### config.mk
export PLATFORM = sky130hd
export DESIGN_NAME = logsoftmax_row_max_shift_flat
export DESIGN_NICKNAME = d
export VERILOG_FILES = /design/src/rtl/logsoftmax_row_max_shift_if.sv /design/src/rtl/logsoftmax_row_max_shift.sv /design/src/flat_wrapper.sv
export SDC_FILE = /design/constraint.sdc
export NUM_CORES = 1
export LEC_CHECK = 0
export BUFFER_PORTS_ARGS = -buffer_cell sky130_fd_sc_hd__buf_4
export CAP_MARGIN = 10
export CORE_AREA = 8 8 230 232
export DETAILED_ROUTE_END_ITERATION = 6
export DIE_AREA = 0 0 238 240
export GPL_TIMING_DRIVEN = 0
export PLACE_DENSITY = 0.83
export SETUP_SLACK_MARGIN = 0.2
export SLEW_MARGIN = 10
export SYNTH_ARGS = -nofsm -noshare
export SYNTH_HDL_FRONTEND = slang
export SYNTH_SLANG_ARGS = --single-unit
### constraint.sdc
create_clock -name clk -period 8.5 [get_ports clk]
set_input_delay 2.55 -clock clk [delete_from_list [all_inputs] [get_ports clk]]
set_output_delay 2.55 -clock clk [all_outputs]
set_load 0.005 [all_outputs]
### src/rtl/logsoftmax_row_max_shift_if.sv
// Stream bundle for the row-max/shift stage of the LogSoftmax datapath.
//   master : upstream logit producer + downstream consumer side
//            (drives in_valid/in_data/out_ready)
//   slave  : the stage itself
//            (drives in_ready/out_valid/out_data/out_max/out_last/fsm_state)
// Handshake: a beat transfers on a rising clk edge where valid && ready are
// both high. valid never waits on ready. Once raised, valid and its payload
// hold until the transfer, and ready may be raised or dropped freely.
// fsm_state is a debug view of the stage FSM: 0 = FILL, 1 = DRAIN.
interface logsoftmax_row_max_shift_if #(
  parameter int DATA_W = 32
);
  logic              in_valid;
  logic              in_ready;
  logic [DATA_W-1:0] in_data;
  logic              out_valid;
  logic              out_ready;
  logic [DATA_W-1:0] out_data;
  logic [DATA_W-1:0] out_max;
  logic              out_last;
  logic              fsm_state;

  modport master (
    output in_valid, in_data, out_ready,
    input  in_ready, out_valid, out_data, out_max, out_last, fsm_state
  );

  modport slave (
    input  in_valid, in_data, out_ready,
    output in_ready, out_valid, out_data, out_max, out_last, fsm_state
  );
endinterface

### src/rtl/logsoftmax_row_max_shift.sv
// Row maximum and shift stage ahead of the LogSoftmax exp/log-sum stage.
// The stage buffers ROW_LEN signed logits while tracking the row maximum
// (FILL). It then replays the row as sat(x_i - max), so every output is <= 0
// (DRAIN). FILL and DRAIN never overlap.
// Ports:
//   clk  : clock, all state on the rising edge
//   rst  : asynchronous reset, active-high
//   bus  : slave side of logsoftmax_row_max_shift_if
//          in_valid/in_ready/in_data     : logit input stream
//          out_valid/out_ready/out_data  : shifted output stream
//          out_max                       : row maximum, stable during DRAIN
//          out_last                      : marks element ROW_LEN-1 of a row
//          fsm_state                     : debug, 0 = FILL, 1 = DRAIN
module logsoftmax_row_max_shift #(
  parameter  int DATA_W  = 32,
  parameter  int ROW_LEN = 16,
  localparam int CNT_W   = $clog2(ROW_LEN)
) (
  input logic                          clk,
  input logic                          rst,
  logsoftmax_row_max_shift_if.slave    bus
);

  typedef enum logic {
    FILL  = 1'b0,
    DRAIN = 1'b1
  } state_t;

  localparam logic [CNT_W-1:0] LAST = CNT_W'(ROW_LEN - 1);

  state_t            state;
  logic [CNT_W-1:0]  wr_idx;
  logic [CNT_W-1:0]  rd_idx;
  logic [CNT_W-1:0]  rd_nxt;
  logic [DATA_W-1:0] max_q;
  logic [DATA_W-1:0] max_nxt;
  logic [DATA_W-1:0] out_data_q;
  logic              out_last_q;
  logic [DATA_W-1:0] buf_q [ROW_LEN];
  logic              in_fire;
  logic              out_fire;

  // x - m at DATA_W+1 bits. The only possible overflow is below the most
  // negative value, because m >= x for every buffered element.
  function automatic logic [DATA_W-1:0] sat_sub(
    input logic [DATA_W-1:0] x,
    input logic [DATA_W-1:0] m
  );
    logic [DATA_W:0] d;
    d = {x[DATA_W-1], x} - {m[DATA_W-1], m};
    if (d[DATA_W] != d[DATA_W-1])
      sat_sub = {1'b1, {(DATA_W-1){1'b0}}};
    else
      sat_sub = d[DATA_W-1:0];
  endfunction

  // Ready and valid are pure decodes of the state register. Neither depends
  // on in_valid or out_ready.
  assign bus.in_ready  = (state == FILL);
  assign bus.out_valid = (state == DRAIN);
  assign bus.out_data  = out_data_q;
  assign bus.out_last  = out_last_q;
  assign bus.out_max   = max_q;
  assign bus.fsm_state = state;

  assign in_fire  = bus.in_valid && (state == FILL);
  assign out_fire = bus.out_ready && (state == DRAIN);
  assign rd_nxt   = (rd_idx == LAST) ? '0 : rd_idx + CNT_W'(1);

  // Element 0 seeds the maximum. Later elements keep the signed larger value.
  always_comb begin
    max_nxt = max_q;
    if (wr_idx == '0 || $signed(bus.in_data) > $signed(max_q))
      max_nxt = bus.in_data;
  end

  // The row buffer holds data only, so it has no reset. Stale contents are
  // never read, because DRAIN is only entered after a full row is written.
  always_ff @(posedge clk) begin
    if (in_fire)
      buf_q[wr_idx] <= bus.in_data;
  end

  // out_data/out_last are registered one element ahead. On entry to DRAIN
  // they are loaded with element 0 against the final maximum, which includes
  // the beat being accepted now. On each accepted output they advance to the
  // next element, so they hold unchanged through any stall.
  always_ff @(posedge clk or posedge rst) begin
    if (rst) begin
      state      <= FILL;
      wr_idx     <= '0;
      rd_idx     <= '0;
      max_q      <= '0;
      out_data_q <= '0;
      out_last_q <= 1'b0;
    end else begin
      case (state)
        FILL: begin
          if (in_fire) begin
            max_q <= max_nxt;
            if (wr_idx == LAST) begin
              wr_idx     <= '0;
              rd_idx     <= '0;
              state      <= DRAIN;
              out_data_q <= sat_sub(buf_q[0], max_nxt);
              out_last_q <= 1'b0;
            end else begin
              wr_idx <= wr_idx + CNT_W'(1);
            end
          end
        end
        DRAIN: begin
          if (out_fire) begin
            if (rd_idx == LAST) begin
              rd_idx     <= '0;
              state      <= FILL;
              out_data_q <= '0;
              out_last_q <= 1'b0;
            end else begin
              rd_idx     <= rd_nxt;
              out_data_q <= sat_sub(buf_q[rd_nxt], max_q);
              out_last_q <= (rd_nxt == LAST);
            end
          end
        end
        default: state <= FILL;
      endcase
    end
  end

endmodule

### src/flat_wrapper.sv
// flat-port wrapper written by rule: the top's interface ports become plain ports
module logsoftmax_row_max_shift_flat 
#(
  parameter  int DATA_W  = 32,
  parameter  int ROW_LEN = 16,
  localparam int CNT_W   = $clog2(ROW_LEN)
)
  (clk, rst, bus_in_valid, bus_in_data, bus_out_ready, bus_in_ready, bus_out_valid, bus_out_data, bus_out_max, bus_out_last, bus_fsm_state);
  logsoftmax_row_max_shift_if #(.DATA_W(DATA_W)) bus_i ();
  input logic clk;
  input logic rst;
  input wire logic [$bits(bus_i.in_valid)-1:0] bus_in_valid;
  input wire logic [$bits(bus_i.in_data)-1:0] bus_in_data;
  input wire logic [$bits(bus_i.out_ready)-1:0] bus_out_ready;
  output wire logic [$bits(bus_i.in_ready)-1:0] bus_in_ready;
  output wire logic [$bits(bus_i.out_valid)-1:0] bus_out_valid;
  output wire logic [$bits(bus_i.out_data)-1:0] bus_out_data;
  output wire logic [$bits(bus_i.out_max)-1:0] bus_out_max;
  output wire logic [$bits(bus_i.out_last)-1:0] bus_out_last;
  output wire logic [$bits(bus_i.fsm_state)-1:0] bus_fsm_state;
  assign bus_i.in_valid = bus_in_valid;
  assign bus_i.in_data = bus_in_data;
  assign bus_i.out_ready = bus_out_ready;
  assign bus_in_ready = bus_i.in_ready;
  assign bus_out_valid = bus_i.out_valid;
  assign bus_out_data = bus_i.out_data;
  assign bus_out_max = bus_i.out_max;
  assign bus_out_last = bus_i.out_last;
  assign bus_fsm_state = bus_i.fsm_state;
  logsoftmax_row_max_shift #(.DATA_W(DATA_W), .ROW_LEN(ROW_LEN)) u_core (.clk(clk), .rst(rst), .bus(bus_i));
endmodule
==> results of run 1 <==
[per-layer routing]
| metal | share of wire [%] | vias up | global-route usage, % |
|---|---|---|---|
| met5 | 0 | - | 0 |
| met1 | 36 | 8551 | 33.8 |
| li1 | - | 7029 | - |
| met4 | 5.4 | 0 | 12.4 |
| met3 | 9.9 | 219 | 5.76 |
| met2 | 48 | 1025 | 43.5 |
[registers in the layout (all words and copies together) (netlist names)]
name,count
u_core.buf_q,512
u_core.bus.out_data,32
u_core.bus.out_max,32
u_core.rd_idx,4
u_core.wr_idx,4
u_core.bus.fsm_state,1
u_core.bus.out_last,1
[what timing repair did]
item                                    in CTS  in global routing
cloned                                       0                  0
setup buffers                               15                 22
gates resized for setup                     63                 79
pin swaps                                   15                 37
endpoints found under the setup margin      32                 31
[worst max-delay path, delay by kind of cell]
family / cells / cell delay (ns)
and+or+nand+nor: 5 / 1.01
AOI/OAI and AO/OA: 17 / 3.50
buffers and inverters: 3 / 0.36
xor gates and xnor gates: 1 / 0.17
adders and majority gates: 4 / 1.18
[placed cells by master (no fill, tap or decap), types with 44 or more instances in the layout]
master / count
sky130_fd_sc_hd__clkbuf_1: 57
sky130_fd_sc_hd__mux4_2: 158
sky130_fd_sc_hd__o21ai_0: 70
sky130_fd_sc_hd__dfrtp_1: 74
sky130_fd_sc_hd__buf_4: 131
sky130_fd_sc_hd__clkbuf_16: 63
sky130_fd_sc_hd__edfxtp_1: 512
sky130_fd_sc_hd__ha_1: 82
sky130_fd_sc_hd__a21o_1: 44
sky130_fd_sc_hd__nor2_1: 64
sky130_fd_sc_hd__nand2_1: 90
sky130_fd_sc_hd__inv_1: 56
sky130_fd_sc_hd__a21oi_1: 71
[final timing paths]
kind	from	end	slack [ns]	depth (start not counted)
setup reg to reg	u_core.rd_idx[0]$_DFFE_PP0P_	u_core.bus.out_data[21]$_DFFE_PP0P_	0.44	27
setup / recovery	bus_in_data[2]	u_core.bus.out_data[27]$_DFFE_PP0P_	0.25	30
min in group asynchronous	rst	u_core.bus.out_max[20]$_DFFE_PP0P_	1.91	2
max in group asynchronous	rst	u_core.bus.out_data[6]$_DFFE_PP0P_	5.95	3
hold / removal	u_core.bus.out_data[6]$_DFFE_PP0P_	u_core.bus.out_data[6]$_DFFE_PP0P_	0.52	2
hold reg to reg	u_core.bus.out_data[6]$_DFFE_PP0P_	u_core.bus.out_data[6]$_DFFE_PP0P_	0.52	2
[through the flow]
stage | hold slack (ns) | utilization, % | instance area, um^2
2_1_floorplan | 0.480 | - | 26900
3_3_place_gp | 0.497 | 57.6 | 28500
3_5_place_dp | 0.507 | 58.5 | 28900
4_1_cts | 0.522 | 63.2 | 31200
5_1_grt | 0.543 | 64.3 | 31800
6_report | 0.516 | 64.3 | 31800
[cells by family after synthesis]
family	count (synthesis)
DFF	586
AOI/OAI and AO/OA	298
and+or+nand+nor	284
muxes	193
buffers and inverters	127
adders and majority gates	106
xor gates and xnor gates	58
[area by class of cell]
class,instances,area [um^2]
clock buffer,80,1670
multi-input combinational,939,9660
fill,3358,17600
antenna,1,2.50
inverter,59,224
timing repair buffer,159,1560
tap,672,841
sequential,586,17200
buffer,68,349
clock inverter,29,287
==> impl_results.html, run 1 <==
<table>
<tr><th>Metric</th><th>Value</th></tr>
<tr><th colspan="2">Status</th></tr>
<tr><td>Status</td><td>complete, no violations</td></tr>
<tr><th colspan="2">Synth</th></tr>
<tr><td>Post-synthesis cell count</td><td>1652</td></tr>
<tr><td>Number of enable-type register cells in the synthesized netlist</td><td>~510</td></tr>
<tr><td>Post-Synth Adder-Cell Area</td><td>around 5%</td></tr>
<tr><td>Seq/Total Area, Yosys</td><td>about 64%</td></tr>
<tr><td>Post-synthesis area per instance</td><td>around 16 um^2</td></tr>
<tr><td>Simple-gate share of the synthesized area</td><td>5.15%</td></tr>
<tr><td>Synthesized area</td><td>0.0268 mm^2</td></tr>
<tr><td>Synth Flop Type</td><td>sky130_fd_sc_hd__edfxtp_1</td></tr>
<tr><td>Ys async rst share</td><td>between 10 and 15%</td></tr>
<tr><td>Cell with the most instances after synthesis</td><td>sky130_fd_sc_hd__edfxtp_1</td></tr>
<tr><td>Synth Area in XOR/XNOR</td><td>about 1.9%</td></tr>
<tr><td>Post-synthesis register bit count</td><td>roughly 590</td></tr>
<tr><td>Cell taking the most area after synthesis</td><td>sky130_fd_sc_hd__edfxtp_1</td></tr>
<tr><td>Dominant combinational cell family by area after synthesis</td><td>multiplexers</td></tr>
<tr><td>Fraction of post-synthesis cell area in the top cell type by area</td><td>a little under three fifths</td></tr>
<tr><td>Cell types with the largest area share after synthesis</td><td>sky130_fd_sc_hd__edfxtp_1 57%, sky130_fd_sc_hd__mux4_2 13%, sky130_fd_sc_hd__dfrtp_1 6.9%</td></tr>
<tr><td>Number of warnings printed during yosys synthesis</td><td>0</td></tr>
<tr><td>Area fraction in compound gates after synthesis</td><td>roughly 7.3%</td></tr>
<tr><td>Net count of the mapped netlist</td><td>approximately 1.8k</td></tr>
<tr><td>Top cells by count, synth</td><td>512 x sky130_fd_sc_hd__edfxtp_1, 158 x sky130_fd_sc_hd__mux4_2, 102 x sky130_fd_sc_hd__ha_1</td></tr>
<tr><td>Multiplexer share of the synthesized area</td><td>14.6%</td></tr>
<tr><td>Number of different library cells in the post-synthesis netlist</td><td>68</td></tr>
<tr><th colspan="2">GRT</th></tr>
<tr><td>Wire length of the first global-routing pass</td><td>approximately 110 mm</td></tr>
<tr><td>Initial antenna violation count</td><td>1</td></tr>
<tr><td>Pin count of the biggest net entering global routing</td><td>55</td></tr>
<tr><td>Total routing usage reported by global routing</td><td>between 20% and 30%</td></tr>
<tr><td>GRT Residual Overflow</td><td>0</td></tr>
<tr><td>Vias in the first global route</td><td>17.1k</td></tr>
<tr><th colspan="2">STA</th></tr>
<tr><td>Setup slack of the critical path after layout</td><td>about 0.25 ns</td></tr>
<tr><td>Largest clock skew in the final design</td><td>roughly 0.023 ns</td></tr>
<tr><td>Number of max-slew violations in the final report</td><td>0</td></tr>
<tr><td>Rel. slew slack</td><td>20.8%</td></tr>
<tr><td>Total negative setup slack</td><td>0 ns</td></tr>
<tr><td>Portion of the clock cycle consumed by the worst path in the final layout</td><td>between 90% and 100%</td></tr>
<tr><td>Setup repair after global routing missed its margin</td><td>yes</td></tr>
<tr><td>Crit path time final</td><td>roughly 8.3 ns</td></tr>
<tr><td>Maximum achievable frequency</td><td>roughly 0.12 GHz</td></tr>
<tr><td>Setup Viol. Count Final</td><td>0</td></tr>
<tr><td>Hold Fails Final Rpt</td><td>0</td></tr>
<tr><td>Transition time at the pin with the least slew margin</td><td>approximately 1.2 ns</td></tr>
<tr><th colspan="2">Placed design</th></tr>
<tr><td>Number of I/O port buffers</td><td>103</td></tr>
<tr><td>Detail Placement HPWL</td><td>between 50 and 60 mm</td></tr>
<tr><td>Placer congestion estimate</td><td>between 0.9 and 1</td></tr>
<tr><td>Total placed cells including tap cells</td><td>approximately 2.4k</td></tr>
<tr><td>Setup slack after placement</td><td>-1.71 ns</td></tr>
<tr><th colspan="2">Floorplanning</th></tr>
<tr><td>Core ar.</td><td>0.0495 mm^2</td></tr>
<tr><td>Total I/O pin count</td><td>104</td></tr>
<tr><td>Vertical die dimension</td><td>between 200 and 250 um</td></tr>
<tr><td>Chip width</td><td>roughly 240 um</td></tr>
<tr><td>Starting utilization of the core area</td><td>54.2%</td></tr>
<tr><td>Row count</td><td>between 80 and 90</td></tr>
<tr><td>Total die area</td><td>approximately 0.057 mm^2</td></tr>
<tr><th colspan="2">Finish</th></tr>
<tr><td>Finished Layout Cells</td><td>2593</td></tr>
<tr><td>Ratio of cells with drive above 1 in the final layout</td><td>27.3%</td></tr>
<tr><td>Number of nets in the layout</td><td>between 2k and 2.5k</td></tr>
<tr><td>Synthesis-to-finish area growth</td><td>18.7%</td></tr>
<tr><th colspan="2">Setup path</th></tr>
<tr><td>Peak per-stage delay on the critical path</td><td>0.47 ns</td></tr>
<tr><td>Critical Path AT</td><td>~8.8 ns</td></tr>
<tr><td>Critical Path Sink Type</td><td>flip-flop</td></tr>
<tr><td>Highest net fanout along the worst path</td><td>18</td></tr>
<tr><td>Worst EP required</td><td>about 9.0 ns</td></tr>
<tr><td>Slowest stage cell on the critical path</td><td>sky130_fd_sc_hd__or4_4</td></tr>
<tr><td>Critical Path Source Type</td><td>input port</td></tr>
<tr><td>Setup CP Type</td><td>input port to flip-flop</td></tr>
<tr><th colspan="2">Drt</th></tr>
<tr><td>Routed wire length</td><td>a little under 80 mm</td></tr>
<tr><td>Average routed wire per standard cell</td><td>slightly below 30 um</td></tr>
<tr><td>DR vias</td><td>16.8k</td></tr>
<tr><td>Drt first-iter violations</td><td>~1.9k</td></tr>
<tr><td>First-pass iteration count of the detailed router</td><td>5</td></tr>
<tr><td>Post-route antenna net violation count</td><td>0</td></tr>
<tr><td>Post-detailed-route via-to-cell ratio</td><td>between 6 and 7</td></tr>
<tr><td>Number of DRC violations after detailed routing</td><td>0</td></tr>
<tr><th colspan="2">Clock tree</th></tr>
<tr><td>CTS clock-pin slew for the worst setup and hold paths</td><td>0.06 ns</td></tr>
<tr><td>Insertion delay of the later-clocked pin in the worst-skew pair</td><td>0.63 ns</td></tr>
<tr><td>H-tree Lvls</td><td>2</td></tr>
<tr><td>Library cell used as clock root buffer</td><td>sky130_fd_sc_hd__clkbuf_16</td></tr>
<tr><td>CTS tree</td><td>built</td></tr>
<tr><td>Number of buffers inserted during clock tree synthesis</td><td>58</td></tr>
<tr><td>Max Root-Sink Buffers</td><td>3</td></tr>
<tr><td>Clock net sink count</td><td>586</td></tr>
<tr><td>Number of hold buffers added after cts</td><td>0</td></tr>
<tr><th colspan="2">Flow run</th></tr>
<tr><td>Max-capacitance violation count</td><td>0</td></tr>
<tr><th colspan="2">Min path</th></tr>
<tr><td>Class of the tightest hold or removal check</td><td>flip-flop to flip-flop</td></tr>
</table>
Power of run 1 is not shown: default switching activity piles up to over one toggle a cycle in this logic, so the estimate is an artifact.
==> run 2, diff against run 1 <==
CORE_AREA = 8 8 314 316   (was 8 8 230 232)
CTS_BUF_LIST = sky130_fd_sc_hd__clkbuf_16   (was not set)
DIE_AREA = 0 0 322 324   (was 0 0 238 240)
PLACE_DENSITY = 0.54   (was 0.83)
SLEW_MARGIN = not set   (was 10)
==> impl_results.html, run 2 (synthesis results as in run 1) <==
<table>
<tr><th>Metric</th><th>Value</th></tr>
<tr><th colspan="2">Floorplanning</th></tr>
<tr><td>Chip width</td><td>322 um (+35%)</td></tr>
<tr><td>Total die area</td><td>0.104 mm^2 (+83%)</td></tr>
<tr><td>Vertical die dimension</td><td>324 um (+35%)</td></tr>
<tr><td>Core ar.</td><td>0.0939 mm^2 (+90%)</td></tr>
<tr><td>Row count</td><td>113 (+38%)</td></tr>
<tr><td>Starting utilization of the core area</td><td>28.5% (-26 points)</td></tr>
<tr><td>Total I/O pin count</td><td>104 (unchanged)</td></tr>
<tr><th colspan="2">Clock tree</th></tr>
<tr><td>Insertion delay of the later-clocked pin in the worst-skew pair</td><td>0.62 ns (about the same)</td></tr>
<tr><td>Clock net sink count</td><td>586 (unchanged)</td></tr>
<tr><td>CTS clock-pin slew for the worst setup and hold paths</td><td>0.06 ns (about the same)</td></tr>
<tr><td>CTS tree</td><td>built</td></tr>
<tr><td>Max Root-Sink Buffers</td><td>3 (unchanged)</td></tr>
<tr><td>Number of hold buffers added after cts</td><td>0 (unchanged)</td></tr>
<tr><td>Number of buffers inserted during clock tree synthesis</td><td>60 (+3.4%)</td></tr>
<tr><td>H-tree Lvls</td><td>2 (unchanged)</td></tr>
<tr><td>Library cell used as clock root buffer</td><td>sky130_fd_sc_hd__clkbuf_16</td></tr>
<tr><th colspan="2">GRT</th></tr>
<tr><td>GRT Residual Overflow</td><td>0 (unchanged)</td></tr>
<tr><td>Wire length of the first global-routing pass</td><td>116 mm (+4.5%)</td></tr>
<tr><td>Pin count of the biggest net entering global routing</td><td>47 (-15%)</td></tr>
<tr><td>Vias in the first global route</td><td>16.4k (-4.1%)</td></tr>
<tr><td>Total routing usage reported by global routing</td><td>15.3% (-11 points)</td></tr>
<tr><td>Met2 layer usage reported by global route</td><td>25.3% (-18 points)</td></tr>
<tr><td>Initial antenna violation count</td><td>1 (unchanged)</td></tr>
<tr><td>Grt met1 use</td><td>20.2% (-14 points)</td></tr>
<tr><td>Most Crowded Layer GR</td><td>met2</td></tr>
<tr><td>M3 GR Usage</td><td>3.30% (-2.5 points)</td></tr>
<tr><th colspan="2">STA</th></tr>
<tr><td>Largest clock skew in the final design</td><td>0.0144 ns (-0.00892 ns)</td></tr>
<tr><td>Rel. slew slack</td><td>18.9% (-1.9 points)</td></tr>
<tr><td>Setup repair after global routing missed its margin</td><td>yes</td></tr>
<tr><td>Transition time at the pin with the least slew margin</td><td>1.22 ns (+0.0284 ns)</td></tr>
<tr><td>Hold Fails Final Rpt</td><td>0 (unchanged)</td></tr>
<tr><td>Portion of the clock cycle consumed by the worst path in the final layout</td><td>97.0% (about the same)</td></tr>
<tr><td>Hold slack</td><td>0.494 ns (-0.0213 ns)</td></tr>
<tr><td>Number of max-slew violations in the final report</td><td>0 (unchanged)</td></tr>
<tr><td>Maximum achievable frequency</td><td>0.121 GHz (about the same)</td></tr>
<tr><td>Crit path time final</td><td>8.24 ns (-0.00756 ns)</td></tr>
<tr><td>Setup Viol. Count Final</td><td>0 (unchanged)</td></tr>
<tr><th colspan="2">Setup path</th></tr>
<tr><td>Slowest stage cell on the critical path</td><td>sky130_fd_sc_hd__or4_4</td></tr>
<tr><td>Worst R2R Setup Slack</td><td>0.53 ns (+0.09 ns)</td></tr>
<tr><td>Highest net fanout along the worst path</td><td>18 (unchanged)</td></tr>
<tr><td>Worst EP required</td><td>9.04 ns (about the same)</td></tr>
<tr><td>Critical Path Source Type</td><td>input port</td></tr>
<tr><td>Critical Path Sink Type</td><td>flip-flop</td></tr>
<tr><td>Critical Path AT</td><td>8.79 ns (about the same)</td></tr>
<tr><td>Setup CP Type</td><td>input port to flip-flop</td></tr>
<tr><td>Peak per-stage delay on the critical path</td><td>0.50 ns (+0.03 ns)</td></tr>
<tr><th colspan="2">Placed design</th></tr>
<tr><td>Number of I/O port buffers</td><td>103 (unchanged)</td></tr>
<tr><td>Placer congestion estimate</td><td>0.874 (-8.4%)</td></tr>
<tr><td>Detail Placement HPWL</td><td>57.4 mm (+13%)</td></tr>
<tr><th colspan="2">Finish</th></tr>
<tr><td>Largest register by flop count</td><td>u_core.buf_q</td></tr>
<tr><td>Leading cell types in the layout, fill and taps excluded</td><td>512 x sky130_fd_sc_hd__edfxtp_1, 158 x sky130_fd_sc_hd__mux4_2, 133 x sky130_fd_sc_hd__buf_4</td></tr>
<tr><td>Ratio of cells with drive above 1 in the final layout</td><td>27.2% (-0.13 points)</td></tr>
<tr><td>Fill cell total of the finished layout</td><td>9056 (+170%)</td></tr>
<tr><td>Synthesis-to-finish area growth</td><td>21.5%</td></tr>
<tr><td>Number of flip-flops in the largest register</td><td>512 (unchanged)</td></tr>
<tr><td>Most frequent standard cell in the layout excluding fill and tap cells</td><td>sky130_fd_sc_hd__edfxtp_1</td></tr>
<tr><td>Number of nets in the layout</td><td>2020 (+0.45%)</td></tr>
<tr><th colspan="2">Min path</th></tr>
<tr><td>Class of the tightest hold or removal check</td><td>flip-flop to flip-flop</td></tr>
<tr><th colspan="2">Drt</th></tr>
<tr><td>Average routed wire per standard cell</td><td>25.7 um (-14%)</td></tr>
<tr><td>Drt first-iter violations</td><td>1603 (-17%)</td></tr>
<tr><td>Routed wire length</td><td>82.0 mm (+6.2%)</td></tr>
<tr><td>Post-detailed-route via-to-cell ratio</td><td>5.06 (-22%)</td></tr>
<tr><td>Number of DRC violations after detailed routing</td><td>0 (unchanged)</td></tr>
<tr><td>Post-route antenna net violation count</td><td>0 (unchanged)</td></tr>
<tr><td>DR vias</td><td>16.2k (-3.9%)</td></tr>
<tr><td>First-pass iteration count of the detailed router</td><td>6 (+1)</td></tr>
<tr><th colspan="2">Flow run</th></tr>
<tr><td>Max-capacitance violation count</td><td>0 (unchanged)</td></tr>
<tr><th colspan="2">Status</th></tr>
<tr><td>Status</td><td>complete, no violations</td></tr>
</table>
## run 2: cell count changes in the layout (fill, tap and decap cells not counted), sizes merged
cell	before	now
clkdlybuf4s15	1	0
clkdlybuf4s18	1	0
clkinv	19	30
buf	171	177
inv	60	71
clkbuf	134	118
bufinv	5	4
## run 2: through the flow
stage / TNS (ns) / cell area (um^2) / worst slack [ns] / instances / utilization (%)
after CTS: 0 / 31900 / 0.187 / 3166 / 34.0
after global placement: -50.30 / 29200 / -1.82 / 3020 / 31.1
after detailed placement: -52.24 / 29700 / -1.93 / 3039 / 31.6
after global routing: 0 / 32600 / 0.131 / 3194 / 34.7
final: 0 / 32600 / 0.257 / 3195 / 34.7
after floorplan: 0 / 26900 / 0.207 / 1652 / -
## run 2: final cells by class
| cell class | count | area [um^2] | area share, % |
|---|---|---|---|
| antenna | 1 | 2.50 | 0.00768 |
| buffer | 67 | 357 | 1.09 |
| clock buffer | 61 | 1530 | 4.69 |
| clock inverter | 50 | 332 | 1.02 |
| inverter | 59 | 224 | 0.688 |
| multi-input combinational | 939 | 9680 | 29.7 |
| sequential | 586 | 17200 | 52.9 |
| tap | 1265 | 1580 | 4.86 |
| timing repair buffer | 167 | 1640 | 5.04 |
## run 2: path summary, 6_finish.rpt
check	start	endpoint	cells after the start
min reg2reg	u_core.bus.out_data[0]$_DFFE_PP0P_	u_core.bus.out_data[0]$_DFFE_PP0P_	1
max	bus_in_data[7]	u_core.bus.out_data[27]$_DFFE_PP0P_	29
min	u_core.bus.out_data[0]$_DFFE_PP0P_	u_core.bus.out_data[0]$_DFFE_PP0P_	1
min in group asynchronous	rst	u_core.bus.out_max[26]$_DFFE_PP0P_	2
max in group asynchronous	rst	u_core.bus.out_data[8]$_DFFE_PP0P_	3
max reg2reg	u_core.rd_idx[0]$_DFFE_PP0P_	u_core.bus.out_data[21]$_DFFE_PP0P_	28
## run 2: worst max-delay path: cells and delay by family
family | cells | cell delay, ns
and+or+nand+nor | 5 | 1.20
buffers and inverters | 3 | 0.35
adders and majority gates | 4 | 1.17
xor gates and xnor gates | 1 | 0.18
AOI/OAI and AO/OA | 16 | 3.31
## run 2: timing repair
item / in CTS / in global routing
buffers inserted: 17 / 25
pin swaps: 18 / 29
cloned: 0 / 2
resized for setup: 68 / 86
setup endpoints to repair: 32 / 31
## run 2: layer usage
layer | part of all wire (%) | up-vias
met5 | 0 | -
met4 | 2.8 | 0
met3 | 6.9 | 113
met2 | 48 | 556
met1 | 42 | 8461
li1 | - | 7043
Power of run 2 is left out for the same reason.
